File: src/rtl/fft16_pkg.sv
// Shared constants and types for the 16-point FFT datapath and its output-side helpers.
package fft16_pkg;

    localparam int N_BINS        = 16;
    localparam int BIN_W         = 4;
    localparam int WORD_SIZE_DEF = 16;
    localparam int FRACTION_DEF  = 8;

    typedef enum logic {
        IDLE   = 1'b0,
        STREAM = 1'b1
    } state_t;

    typedef struct packed {
        logic signed [WORD_SIZE_DEF-1:0] re;
        logic signed [WORD_SIZE_DEF-1:0] im;
    } cplx_t;

endpackage

File: src/rtl/fft16_bin_streamer_if.sv
// Per-bin output stream of the bin streamer, one beat per valid/ready handshake.
interface fft16_bin_streamer_if #(
    parameter int WORD_SIZE = 16
);
    // A beat transfers on a rising edge where o_valid && i_ready; while o_valid is
    // high and i_ready is low every payload signal holds, and o_valid only falls
    // after a transfer (or on reset).
    logic                        o_valid;
    logic                        i_ready;
    logic signed [WORD_SIZE-1:0] o_re;
    logic signed [WORD_SIZE-1:0] o_im;
    logic        [WORD_SIZE:0]   o_mag;
    logic        [3:0]           o_bin;
    logic                        o_last;

    modport master (
        output o_valid, o_re, o_im, o_mag, o_bin, o_last,
        input  i_ready
    );

    modport slave (
        input  o_valid, o_re, o_im, o_mag, o_bin, o_last,
        output i_ready
    );

endinterface

File: src/rtl/fft16_bin_streamer_abs_sum.sv
// L1 magnitude |re|+|im| of one complex word, exact for the most negative input.
module fft_abs_sum #(
    parameter int W = 16
) (
    input  logic [W-1:0] re_i,
    input  logic [W-1:0] im_i,
    output logic [W:0]   mag_o
);

    logic [W-1:0] abs_re;
    logic [W-1:0] abs_im;

    // Treated as unsigned, the negation of 2^(W-1) is 2^(W-1) itself.
    assign abs_re = re_i[W-1] ? (~re_i + 1'b1) : re_i;
    assign abs_im = im_i[W-1] ? (~im_i + 1'b1) : im_i;
    assign mag_o  = {1'b0, abs_re} + {1'b0, abs_im};

endmodule

File: src/rtl/fft16_bin_streamer.sv
// Captures the 16 FFT bins on a done pulse and streams them one bin per handshake.
module fft16_bin_streamer
    import fft16_pkg::*;
#(
    parameter int WORD_SIZE = WORD_SIZE_DEF,
    parameter int FRACTION  = FRACTION_DEF
) (
    input  logic                          i_clk,
    input  logic                          i_rst_n,
    input  logic [N_BINS*WORD_SIZE-1:0]   i_bins_re,
    input  logic [N_BINS*WORD_SIZE-1:0]   i_bins_im,
    input  logic                          i_FFT_cycle_done,
    fft16_bin_streamer_if.master          strm,
    output logic                          o_busy,
    output logic                          o_overrun,
    input  logic                          i_clr_overrun,
    output state_t                        o_state_dbg
);

    if (FRACTION > WORD_SIZE) begin : g_bad_fraction
        $error("FRACTION must not exceed WORD_SIZE");
    end

    state_t                 state_q, state_d;
    logic [BIN_W-1:0]       idx_q, idx_d;
    logic                   overrun_q, overrun_d;
    logic [WORD_SIZE-1:0]   re_q [N_BINS];
    logic [WORD_SIZE-1:0]   im_q [N_BINS];
    logic                   handshake, at_last, capture, drop;

    assign handshake = (state_q == STREAM) && strm.i_ready;
    assign at_last   = (idx_q == BIN_W'(N_BINS - 1));
    // A done pulse is only accepted when the bank is free or frees up this very cycle.
    assign capture   = i_FFT_cycle_done && ((state_q == IDLE) || (handshake && at_last));
    assign drop      = i_FFT_cycle_done && (state_q == STREAM) && !(handshake && at_last);

    always_ff @(posedge i_clk or negedge i_rst_n) begin
        if (!i_rst_n) begin
            state_q   <= IDLE;
            idx_q     <= '0;
            overrun_q <= 1'b0;
        end else begin
            state_q   <= state_d;
            idx_q     <= idx_d;
            overrun_q <= overrun_d;
        end
    end

    always_ff @(posedge i_clk or negedge i_rst_n) begin
        if (!i_rst_n) begin
            for (int k = 0; k < N_BINS; k++) begin
                re_q[k] <= '0;
                im_q[k] <= '0;
            end
        end else if (capture) begin
            for (int k = 0; k < N_BINS; k++) begin
                re_q[k] <= i_bins_re[k*WORD_SIZE +: WORD_SIZE];
                im_q[k] <= i_bins_im[k*WORD_SIZE +: WORD_SIZE];
            end
        end
    end

    always_comb begin
        state_d   = state_q;
        idx_d     = idx_q;
        overrun_d = overrun_q;
        case (state_q)
            IDLE:   if (i_FFT_cycle_done) state_d = STREAM;
            STREAM: if (handshake && at_last && !i_FFT_cycle_done) state_d = IDLE;
            default: state_d = IDLE;
        endcase
        if (capture) begin
            idx_d = '0;
        end else if (handshake) begin
            idx_d = idx_q + 1'b1;
        end
        if (drop) begin
            overrun_d = 1'b1;
        end else if (i_clr_overrun) begin
            overrun_d = 1'b0;
        end
    end

    fft_abs_sum #(.W(WORD_SIZE)) u_abs_sum (
        .re_i  (re_q[idx_q]),
        .im_i  (im_q[idx_q]),
        .mag_o (strm.o_mag)
    );

    always_comb begin
        strm.o_valid = (state_q == STREAM);
        strm.o_re    = re_q[idx_q];
        strm.o_im    = im_q[idx_q];
        strm.o_bin   = idx_q;
        strm.o_last  = at_last;
        o_busy       = (state_q == STREAM);
        o_overrun    = overrun_q;
        o_state_dbg  = state_q;
    end

endmodule
File: src/flat_wrapper.sv
// flat-port wrapper written by rule: the top's interface ports become plain ports
module fft16_bin_streamer_flat import fft16_pkg::*;
#(
    parameter int WORD_SIZE = WORD_SIZE_DEF,
    parameter int FRACTION  = FRACTION_DEF
)
  (i_clk, i_rst_n, i_bins_re, i_bins_im, i_FFT_cycle_done, o_busy, o_overrun, i_clr_overrun, o_state_dbg, strm_o_valid, strm_o_re, strm_o_im, strm_o_mag, strm_o_bin, strm_o_last, strm_i_ready);
  fft16_bin_streamer_if #(.WORD_SIZE(WORD_SIZE)) strm_i ();
  input  logic i_clk;
  input  logic i_rst_n;
  input  logic [N_BINS*WORD_SIZE-1:0] i_bins_re;
  input  logic [N_BINS*WORD_SIZE-1:0] i_bins_im;
  input  logic i_FFT_cycle_done;
  output logic o_busy;
  output logic o_overrun;
  input  logic i_clr_overrun;
  output state_t o_state_dbg;
  output wire logic [$bits(strm_i.o_valid)-1:0] strm_o_valid;
  output wire logic [$bits(strm_i.o_re)-1:0] strm_o_re;
  output wire logic [$bits(strm_i.o_im)-1:0] strm_o_im;
  output wire logic [$bits(strm_i.o_mag)-1:0] strm_o_mag;
  output wire logic [$bits(strm_i.o_bin)-1:0] strm_o_bin;
  output wire logic [$bits(strm_i.o_last)-1:0] strm_o_last;
  input wire logic [$bits(strm_i.i_ready)-1:0] strm_i_ready;
  assign strm_o_valid = strm_i.o_valid;
  assign strm_o_re = strm_i.o_re;
  assign strm_o_im = strm_i.o_im;
  assign strm_o_mag = strm_i.o_mag;
  assign strm_o_bin = strm_i.o_bin;
  assign strm_o_last = strm_i.o_last;
  assign strm_i.i_ready = strm_i_ready;
  fft16_bin_streamer #(.WORD_SIZE(WORD_SIZE), .FRACTION(FRACTION)) u_core (.i_clk(i_clk), .i_rst_n(i_rst_n), .i_bins_re(i_bins_re), .i_bins_im(i_bins_im), .i_FFT_cycle_done(i_FFT_cycle_done), .strm(strm_i), .o_busy(o_busy), .o_overrun(o_overrun), .i_clr_overrun(i_clr_overrun), .o_state_dbg(o_state_dbg));
endmodule
File: config.mk
export PLATFORM = sky130hd
export DESIGN_NAME = fft16_bin_streamer_flat
export DESIGN_NICKNAME = d
export VERILOG_FILES = /design/src/rtl/fft16_pkg.sv /design/src/rtl/fft16_bin_streamer_if.sv /design/src/rtl/fft16_bin_streamer_abs_sum.sv /design/src/rtl/fft16_bin_streamer.sv /design/src/flat_wrapper.sv
export SDC_FILE = /design/constraint.sdc
export NUM_CORES = 1
export LEC_CHECK = 0
export CAP_MARGIN = 20
export CORE_ASPECT_RATIO = 1.1
export CORE_MARGIN = 5
export CORE_UTILIZATION = 31
export CTS_CLUSTER_SIZE = 12
export DETAILED_ROUTE_END_ITERATION = 8
export PLACE_DENSITY_LB_ADDON = 0.3
export REMOVE_ABC_BUFFERS = 1
export SYNTH_ARGS = -nofsm -noshare
export SYNTH_HDL_FRONTEND = slang
export SYNTH_SLANG_ARGS = --single-unit
File: constraint.sdc
create_clock -name i_clk -period 18.06 [get_ports i_clk]
set_clock_uncertainty 0.15 [all_clocks]
set_input_delay 5.418 -clock i_clk [delete_from_list [all_inputs] [get_ports i_clk]]
set_output_delay 5.418 -clock i_clk [all_outputs]
set_load 0.02 [all_outputs]
==> results.cfg, run 1 <==
[synth]
synthesis.area_per_instance_um2 = 16.03
synth_edf_count = 0
synthesis.instances = 1512
ys_top_cells_by_area = sky130_fd_sc_hd__dfrtp_1 53%, sky130_fd_sc_hd__mux2_2 24%, sky130_fd_sc_hd__mux4_2 14%
synth_ff_type = sky130_fd_sc_hd__dfrtp_1
synth_top_cell_area_share_pct = 53.48
synth_area_um2 = 24240
ys_ff_latch = 518
synth.distinct_cells = 45
sequential_fraction_of_the_synthesis_area_pct = 53.48
synth_warn = 0
synth_largest_area_cell = sky130_fd_sc_hd__dfrtp_1
synth_async_sr_flop_share_pct = 100.0

[sta]
report.final.slew_viol_count = 0
final_min_period_over_clock_period_pct = 70.04
worst-slew-pin-transition_ps = 1023
post-route-min-period_ps = 12650
finalWorstSetupSlack_ps = 5410
rsz0062_at_grt = false
fmaxAchievable_ghz = 0.07905
hold_slack_ps = 350.1
hold_viol_final = 0
setup_viol = 0
max_transition_margin_pct = 31.80

[placed_design]
gp_routability_congestion = 0.8025
place.port_buffers = 574
placement.setup.worst_slack_ps = 5860
hpwlAfterDp_um = 53480

[clock_tree]
number_of_clock_sinks_seen_by_cts = 518
clkLatencyLatePin_ps = 600
clockRootBuffer = sky130_fd_sc_hd__clkbuf_16
cts_max_level = 2
cts.hold.buffers_added = 0
cts_setup_buffers = 0
cts.path.max_buffers = 3
tritoncts = built
tritoncts.num_buffers = 58
path_clk_slew_ps = 60
post_cts.resized_instances = 0

[detailed_routing]
met2_length_um = 36560
topRoutingLayerUsed = met5
via_count = 15400
totalWireLength_um = 73030
drt_first_iter_violations = 695
avgRoutedWirePerCell_um = 23.08
via_per_inst = 4.867
route.detailed.drc = 0
wl_met1_um = 28890
met3RoutedLength_um = 4831
firstDrtPassIters = 5
antenna_left = 0

[cells_and_area]
drive_gt1_share_pct = 37.62
nNetsFinal = 2600
area_delta_synth_final_pct = 37.01

[run_status]
result_of_the_run = completed

[setup_path]
timing.critical_path.required_ps = 12490
critical_path_class = reg -> out
worst_setup_path_start_kind = flip-flop
critPathMaxFanout = 79
critical_path_arrival_ps = 7080
setup.worst_path.end_class = output port

[min_path]
min-delay-path-class = reg -> reg

[die]
std_cell_core_area_um2 = 77520
die_area_um2 = 83890
ios = 575
die_height_um = 303.3
die_w_um = 276.6
floorplan.initialDensity_pct = 31.27
rows = 107

[grt]
overflow = 0
grt_antenna_before_repair = 26
first_global_vias = 17350
global_route_usage_over_all_layers_pct = 16.91
pin_count_of_the_biggest_net_entering_global_routing = 176
global_route_wire_length_before_repair_um = 109000

[job]
cap_viol_max_count = 0
routing by layer:
layer | track usage [%] | up-vias
met3 | 4.711 | 130
met5 | 0 | -
met1 | 20.78 | 7992
met2 | 28.47 | 450
li1 | - | 6822
met4 | 6.851 | 4
placed cells by master (no fill, tap or decap), types with 7 or more instances in the layout:
cell	n
sky130_fd_sc_hd__mux2i_1	9
sky130_fd_sc_hd__nor3_1	7
sky130_fd_sc_hd__a21oi_1	14
sky130_fd_sc_hd__nand2b_1	7
sky130_fd_sc_hd__bufinv_16	8
sky130_fd_sc_hd__nand2_1	20
sky130_fd_sc_hd__buf_4	10
sky130_fd_sc_hd__xnor2_1	29
sky130_fd_sc_hd__mux4_2	156
sky130_fd_sc_hd__clkbuf_8	18
sky130_fd_sc_hd__clkbuf_16	59
sky130_fd_sc_hd__diode_2	21
sky130_fd_sc_hd__dfrtp_1	514
sky130_fd_sc_hd__mux2_2	514
sky130_fd_sc_hd__nor2_1	16
sky130_fd_sc_hd__o21ai_0	19
sky130_fd_sc_hd__ha_1	19
sky130_fd_sc_hd__xor2_1	10
sky130_fd_sc_hd__clkdlybuf4s50_1	573
sky130_fd_sc_hd__clkbuf_1	9
sky130_fd_sc_hd__inv_1	16
sky130_fd_sc_hd__nand3_1	7
critical path: stages, from the launching register on:
cell and delay, ps:
sky130_fd_sc_hd__dfrtp_4 790, sky130_fd_sc_hd__buf_12 550, sky130_fd_sc_hd__buf_4 590, sky130_fd_sc_hd__mux4_2 580, sky130_fd_sc_hd__mux2i_1 150, sky130_fd_sc_hd__nand2_1 60
sky130_fd_sc_hd__o21ai_1 110, sky130_fd_sc_hd__buf_4 200, sky130_fd_sc_hd__inv_1 120, sky130_fd_sc_hd__nand2_1 80, sky130_fd_sc_hd__a21boi_0 270, sky130_fd_sc_hd__inv_1 80
sky130_fd_sc_hd__ha_1 290, sky130_fd_sc_hd__a211oi_1 300, sky130_fd_sc_hd__o21ai_0 190, sky130_fd_sc_hd__and3_1 200, sky130_fd_sc_hd__nor3_1 380, sky130_fd_sc_hd__nor3_1 150
sky130_fd_sc_hd__or4_1 510, sky130_fd_sc_hd__nand3_1 80, sky130_fd_sc_hd__clkdlybuf4s50_1 680
cells in the mapped netlist, types with 9 or more instances:
master / instances
sky130_fd_sc_hd__mux2i_1: 9
sky130_fd_sc_hd__mux2_2: 514
sky130_fd_sc_hd__buf_1: 12
sky130_fd_sc_hd__ha_1: 19
sky130_fd_sc_hd__xor2_1: 10
sky130_fd_sc_hd__xnor2_1: 29
sky130_fd_sc_hd__clkbuf_1: 66
sky130_fd_sc_hd__inv_1: 16
sky130_fd_sc_hd__buf_2: 15
sky130_fd_sc_hd__dfrtp_1: 518
sky130_fd_sc_hd__mux4_2: 156
sky130_fd_sc_hd__a21oi_1: 14
sky130_fd_sc_hd__nand2_1: 20
sky130_fd_sc_hd__nor2_1: 16
sky130_fd_sc_hd__o21ai_0: 20
path summary, 6_finish.rpt:
| kind | from | end | slack [ps] | cells after the start |
|---|---|---|---|---|
| hold reg to reg | u_core.re_q[128] | u_core.re_q[128] | 350 | 1 |
| max in group asynchronous | i_rst_n | u_core.im_q[164] | 10960 | 4 |
| setup / recovery | u_core.strm.o_bin[0] | strm_o_mag[15] | 5410 | 20 |
| setup reg to reg | u_core.strm.o_bin[3] | u_core.re_q[237] | 12960 | 8 |
| hold / removal | u_core.re_q[128] | u_core.re_q[128] | 350 | 1 |
| min in group asynchronous | i_rst_n | u_core.im_q[219] | 4690 | 1 |
registers in the layout, indices dropped and copies added (netlist names):
register and flops:
u_core.im_q 256, u_core.o_busy 1, u_core.o_overrun 1, u_core.re_q 256, u_core.strm.o_bin 4
logic make-up (layout without fill, tap and decap cells):
family | count (synthesis) | after routing | share of synthesized area (%)
muxes | 679 | 679 | 38.75
DFF | 518 | 518 | 53.48
buffers and inverters | 116 | 712 | 2.044
and+or+nand+nor | 83 | 83 | 1.817
AOI/OAI and AO/OA | 57 | 57 | 1.440
xor gates and xnor gates | 39 | 39 | 1.409
adders and majority gates | 20 | 20 | 1.063
other | 0 | 21 | 0
per-stage QoR:
step                      setup TNS, ps  util (%)  instances  cell area (um2)
after floorplan                 -632910         -       1412            23800
final                                 0     42.84       3164            33210
after CTS                             0     42.74       3142            33130
after detailed placement              0     40.07       3037            31060
after global routing                  0     42.84       3164            33210
after global placement                0     40.07       3037            31060
final cells by class:
| class | instances | area, um2 |
|---|---|---|
| clock inverters | 19 | 312.8 |
| repair buffers | 591 | 5973 |
| flip-flops and latches | 518 | 12970 |
| well taps | 1035 | 1295 |
| multi-input cells | 878 | 10780 |
| diodes | 21 | 52.55 |
| fillers | 6965 | 44310 |
| inverters | 16 | 60.06 |
| clock buffers | 86 | 1758 |
Power of run 1 is left out: the tool's default activity adds up to more than one toggle a clock period on the data nets, which glitch-free logic cannot reach.
==> run 2: changes to the inputs <==
==> constraint.sdc (replaced) <==
create_clock -name i_clk -period 11.1 [get_ports i_clk]
set_clock_uncertainty 0.15 [all_clocks]
set_input_delay 3.33 -clock i_clk [delete_from_list [all_inputs] [get_ports i_clk]]
set_output_delay 3.33 -clock i_clk [all_outputs]
set_load 0.02 [all_outputs]
==> run 2 against run 1 <==
Global-route usage rose by 0.13 points. Die area stayed put. Wire length rose by 0.72%. First-iteration DRC count shrank 15%. Setup slack worse by 4500 ps. Via count shrank 0.51%. Critical endpoint unchanged. Highest routed layer unchanged.
==> results.cfg, run 2 (synthesized netlist as in run 1, its figures left out) <==
[detailed_routing]
antenna_left = 0
drt_first_iter_violations = 592
via_count = 15320
totalWireLength_um = 73550
route.detailed.drc = 0
firstDrtPassIters = 4
via_per_inst = 4.831
avgRoutedWirePerCell_um = 23.19

[setup_path]
timing.critical_path.required_ps = 7620
path_buf_inv = 2
setup.worst_path.end_class = output port
critical_path.most_common_cell = sky130_fd_sc_hd__and3_1
worst_path_largest_cell_delay_ps = 860
crit_slowest_cell = sky130_fd_sc_hd__dfrtp_4
critPathMaxFanout = 30
worst_setup_path_start_kind = flip-flop
path_cells = buf_4 > mux4_2 > mux4_2 > nor4_2 > and3_1 > nor2_1 > xor2_1 > ha_1 > and3_1 > and3_1 > nor3_1 > nor3_1 > or4_1 > nand3_1 > clkdlybuf4s50_1
timing.critical_path.max_delay_family = simple AND/OR/NAND/NOR gates
critical_path_class = reg -> out
critical_path_arrival_ps = 6750

[clock_tree]
number_of_clock_sinks_seen_by_cts = 518
cts_setup_buffers = 0
cts.path.max_buffers = 3
cts_max_level = 2
clkLatencyLatePin_ps = 600
post_cts.resized_instances = 0
clockRootBuffer = sky130_fd_sc_hd__clkbuf_16
tritoncts = built
tritoncts.num_buffers = 57
cts.hold.buffers_added = 0
path_clk_slew_ps = 60

[sta]
setup_viol = 0
fmaxAchievable_ghz = 0.09774
hold_slack_ps = 351.4
post-route-min-period_ps = 10230
report.final.slew_viol_count = 0
hold_viol_final = 0
max_transition_margin_pct = 19.67
worst-slew-pin-transition_ps = 1205
final_min_period_over_clock_period_pct = 92.18
rsz0062_at_grt = false

[job]
cap_viol_max_count = 0

[placed_design]
placement.cell_area_um2 = 31160
place.port_buffers = 574
hpwlAfterDp_um = 54730
gp_routability_congestion = 0.8276

[die]
rows = 107
die_height_um = 303.3
ios = 575
std_cell_core_area_um2 = 77520
die_area_um2 = 83890
floorplan.initialDensity_pct = 31.27
die_w_um = 276.6

[min_path]
min-delay-path-class = reg -> reg

[cells_and_area]
area_delta_synth_final_pct = 36.89
most_frequent_cells_in_the_layout = 573 x sky130_fd_sc_hd__clkdlybuf4s50_1, 514 x sky130_fd_sc_hd__mux2_2, 514 x sky130_fd_sc_hd__dfrtp_1
multi_input_comb_area_um2 = 10780
filler_cell_count = 6941
drive_gt1_share_pct = 37.61
postLayoutCellArea_um2 = 33180
finalCoreUtilization_pct = 42.81
reg_area_um2 = 12970
mostFrequentLayoutCell = sky130_fd_sc_hd__clkdlybuf4s50_1
nNetsFinal = 2611

[grt]
global_route_usage_over_all_layers_pct = 17.04
first_global_vias = 17430
global_route_wire_length_before_repair_um = 109400
grt_antenna_before_repair = 20
pin_count_of_the_biggest_net_entering_global_routing = 191
overflow = 0

[run_status]
result_of_the_run = completed
run 2: changes by cell type in the layout (fill, tap and decap cells not counted), sizes merged:
cell and change:
buf +12, bufinv -2, clkbuf +1, clkinv -2
clkinvlp +4, diode -4, inv -2
run 2: cell type report:
| cell class | instances | area share [%] |
|---|---|---|
| tap | 1035 | 3.903 |
| sequential | 518 | 39.10 |
| antenna | 17 | 0.1282 |
| timing repair buffer | 603 | 18.31 |
| clock buffer | 87 | 5.094 |
| inverter | 16 | 0.1810 |
| clock inverter | 17 | 0.7806 |
| multi-input combinational | 878 | 32.50 |
run 2: worst paths after layout:
| path | start | endpoint | slack (ps) | depth (start not counted) |
|---|---|---|---|---|
| worst max-delay path | u_core.strm.o_bin[0] | strm_o_mag[15] | 870 | 15 |
| worst min-delay path | u_core.im_q[145] | u_core.im_q[145] | 350 | 1 |
| worst max register to register | u_core.strm.o_bin[0] | u_core.re_q[89] | 6490 | 9 |
| worst min register to register | u_core.im_q[145] | u_core.im_q[145] | 350 | 1 |
| max in group asynchronous | i_rst_n | u_core.im_q[245] | 5980 | 3 |
| min in group asynchronous | i_rst_n | u_core.im_q[219] | 2660 | 1 |
run 2: per-stage QoR:
stage,setup TNS (ps),setup WS (ps),std cells
floorplan,-4241220,-8193,1412
global placement,0,1540,3049
detailed placement,0,1475,3049
CTS,0,790.1,3153
global route,0,458.5,3169
finish,0,868.5,3171
run 2: layer usage:
| metal | up-vias | global-route usage (%) | part of all wire, % |
|---|---|---|---|
| li1 | 6842 | - | - |
| met1 | 8004 | 20.98 | 40 |
| met2 | 393 | 29.61 | 51 |
| met3 | 74 | 4.657 | 6.2 |
| met4 | 6 | 5.124 | 2.1 |
| met5 | - | 0 | 0.056 |
Power of run 2 is left out for the same reason.
==> run 3: changes to the inputs <==
--- a/config.mk
+++ b/config.mk
@@ -6,6 +6,8 @@
 export NUM_CORES = 1
 export LEC_CHECK = 0
 export CAP_MARGIN = 20
+export CELL_PAD_IN_SITES_DETAIL_PLACEMENT = 0
+export CELL_PAD_IN_SITES_GLOBAL_PLACEMENT = 1
 export CORE_ASPECT_RATIO = 1.1
 export CORE_MARGIN = 5
 export CORE_UTILIZATION = 31
==> run 3 against run 2 <==
Register-to-register slack better by 350 ps. Core utilization decreased by 0.081 points. Setup slack gained 220 ps. Non-clock buffer count down 3. Largest cell class unchanged. Highest routed layer is now met4.
==> results.cfg, run 3 (synthesized netlist as in run 1, its figures left out) <==
[cells_and_area]
mostFrequentLayoutCell = sky130_fd_sc_hd__clkdlybuf4s50_1
filler_cell_count = 6956
nNetsFinal = 2609
most_frequent_cells_in_the_layout = 573 x sky130_fd_sc_hd__clkdlybuf4s50_1, 514 x sky130_fd_sc_hd__mux2_2, 514 x sky130_fd_sc_hd__dfrtp_1
finalCoreUtilization_pct = 42.72
layout.cells.non_filler = 3159
area_delta_synth_final_pct = 36.64
drive_gt1_share_pct = 37.68

[clock_tree]
post_cts.resized_instances = 0
number_of_clock_sinks_seen_by_cts = 518
tritoncts = built
cts.path.max_buffers = 3
cts.hold.buffers_added = 0
tritoncts.num_buffers = 58
cts_setup_buffers = 0
cts_max_level = 2
clockRootBuffer = sky130_fd_sc_hd__clkbuf_16
path_clk_slew_ps = 60
clkLatencyLatePin_ps = 600

[min_path]
min-delay-path-class = reg -> reg

[job]
cap_viol_max_count = 0

[grt]
grt_antenna_before_repair = 10
global_route_wire_length_before_repair_um = 112300
first_global_vias = 17240
pin_count_of_the_biggest_net_entering_global_routing = 177
global_route_usage_over_all_layers_pct = 17.56
overflow = 0

[setup_path]
ff2ff_setup_slack_ps = 6840
setup.worst_path.end_class = output port
critPathMaxFanout = 23
path_cells = buf_4 > mux4_2 > mux4_2 > inv_1 > ha_1 > nand2_1 > a21boi_0 > inv_1 > ha_1 > a211oi_1 > o21ai_0 > and3_1 > nor3_1 > nor3_1 > or4_1 > nand3_1 > clkdlybuf4s50_1
critical_path_class = reg -> out
timing.critical_path.required_ps = 7620
worst_path_largest_cell_delay_ps = 800
worst_setup_path_start_kind = flip-flop
crit_slowest_cell = sky130_fd_sc_hd__dfrtp_4
critical_path_arrival_ps = 6540

[sta]
report.final.slew_viol_count = 0
post-route-min-period_ps = 10020
worst-slew-pin-transition_ps = 1185
hold_slack_ps = 349.4
hold_viol_final = 0
final_min_period_over_clock_period_pct = 90.23
setup_viol = 0
max_transition_margin_pct = 21.01
rsz0062_at_grt = false
fmaxAchievable_ghz = 0.09984

[die]
die_w_um = 276.6
floorplan.initialDensity_pct = 31.27
die_height_um = 303.3
rows = 107
ios = 575
std_cell_core_area_um2 = 77520
die_area_um2 = 83890

[detailed_routing]
firstDrtPassIters = 4
via_count = 15290
avgRoutedWirePerCell_um = 23.91
drt_first_iter_violations = 676
antenna_left = 0
route.detailed.drc = 0
totalWireLength_um = 75540
via_per_inst = 4.839

[placed_design]
placedCellCount = 3047
gp_routability_congestion = 0.7904
hpwlAfterDp_um = 56480
place.port_buffers = 574

[run_status]
result_of_the_run = completed
## run 3: cell types whose count changed in the layout (fill, tap and decap cells not counted), moves of 2 or more
| cell | before | now |
|---|---|---|
| sky130_fd_sc_hd__diode_2 | 17 | 6 |
| sky130_fd_sc_hd__clkinv_2 | 5 | 11 |
| sky130_fd_sc_hd__clkinvlp_4 | 5 | 2 |
| sky130_fd_sc_hd__inv_6 | 0 | 3 |
| sky130_fd_sc_hd__buf_4 | 21 | 19 |
| sky130_fd_sc_hd__clkbuf_1 | 16 | 14 |
| sky130_fd_sc_hd__clkbuf_8 | 13 | 11 |
## run 3: area by class of cell
type | instances | area, um2 | area share (%)
Tap cell | 1035 | 1295 | 3.910
Inverter | 16 | 60.06 | 0.1813
Sequential cell | 518 | 12970 | 39.18
Timing Repair Buffer | 600 | 6033 | 18.22
Antenna cell | 6 | 15.01 | 0.04534
Clock inverter | 22 | 276.5 | 0.8349
Clock buffer | 84 | 1680 | 5.074
Multi-Input combinational cell | 878 | 10780 | 32.56
## run 3: layer usage
layer | routed length (um) | global-route usage [%] | part of all wire, % | vias to the layer above
met2 | 39210 | 31.35 | 52 | 394
li1 | - | - | - | 6817
met3 | 4428 | 4.312 | 5.9 | 92
met5 | 0 | 0 | 0 | -
met1 | 30260 | 21.64 | 40 | 7983
met4 | 1645 | 4.284 | 2.2 | 0
## run 3: worst max-delay path: cells and delay by family (launching register included)
| family | cells | cell delay [ps] |
|---|---|---|
| AOI/OAI and AO/OA | 3 | 820 |
| and+or+nand+nor | 6 | 1420 |
| DFF | 1 | 800 |
| buffers and inverters | 4 | 1240 |
| muxes | 2 | 1090 |
| adders and majority gates | 2 | 520 |
## run 3: worst paths after layout
check,from,endpoint,cells past startpoint
max,u_core.strm.o_bin[0],strm_o_mag[15],17
min,u_core.re_q[136],u_core.re_q[136],1
max reg2reg,u_core.strm.o_bin[0],u_core.im_q[208],8
min reg2reg,u_core.re_q[136],u_core.re_q[136],1
max in group asynchronous,i_rst_n,u_core.im_q[164],2
min in group asynchronous,i_rst_n,u_core.im_q[171],1
## run 3: stage by stage
stage	setup TNS, ps	cell area [um2]	setup WS [ps]
CTS	0	33100	909.0
floorplan	-4241220	23800	-8193
finish	0	33120	1084
detailed placement	0	31150	1612
global placement	0	31150	1678
global route	0	33110	602.3
Power of run 3 is left out for the same reason.
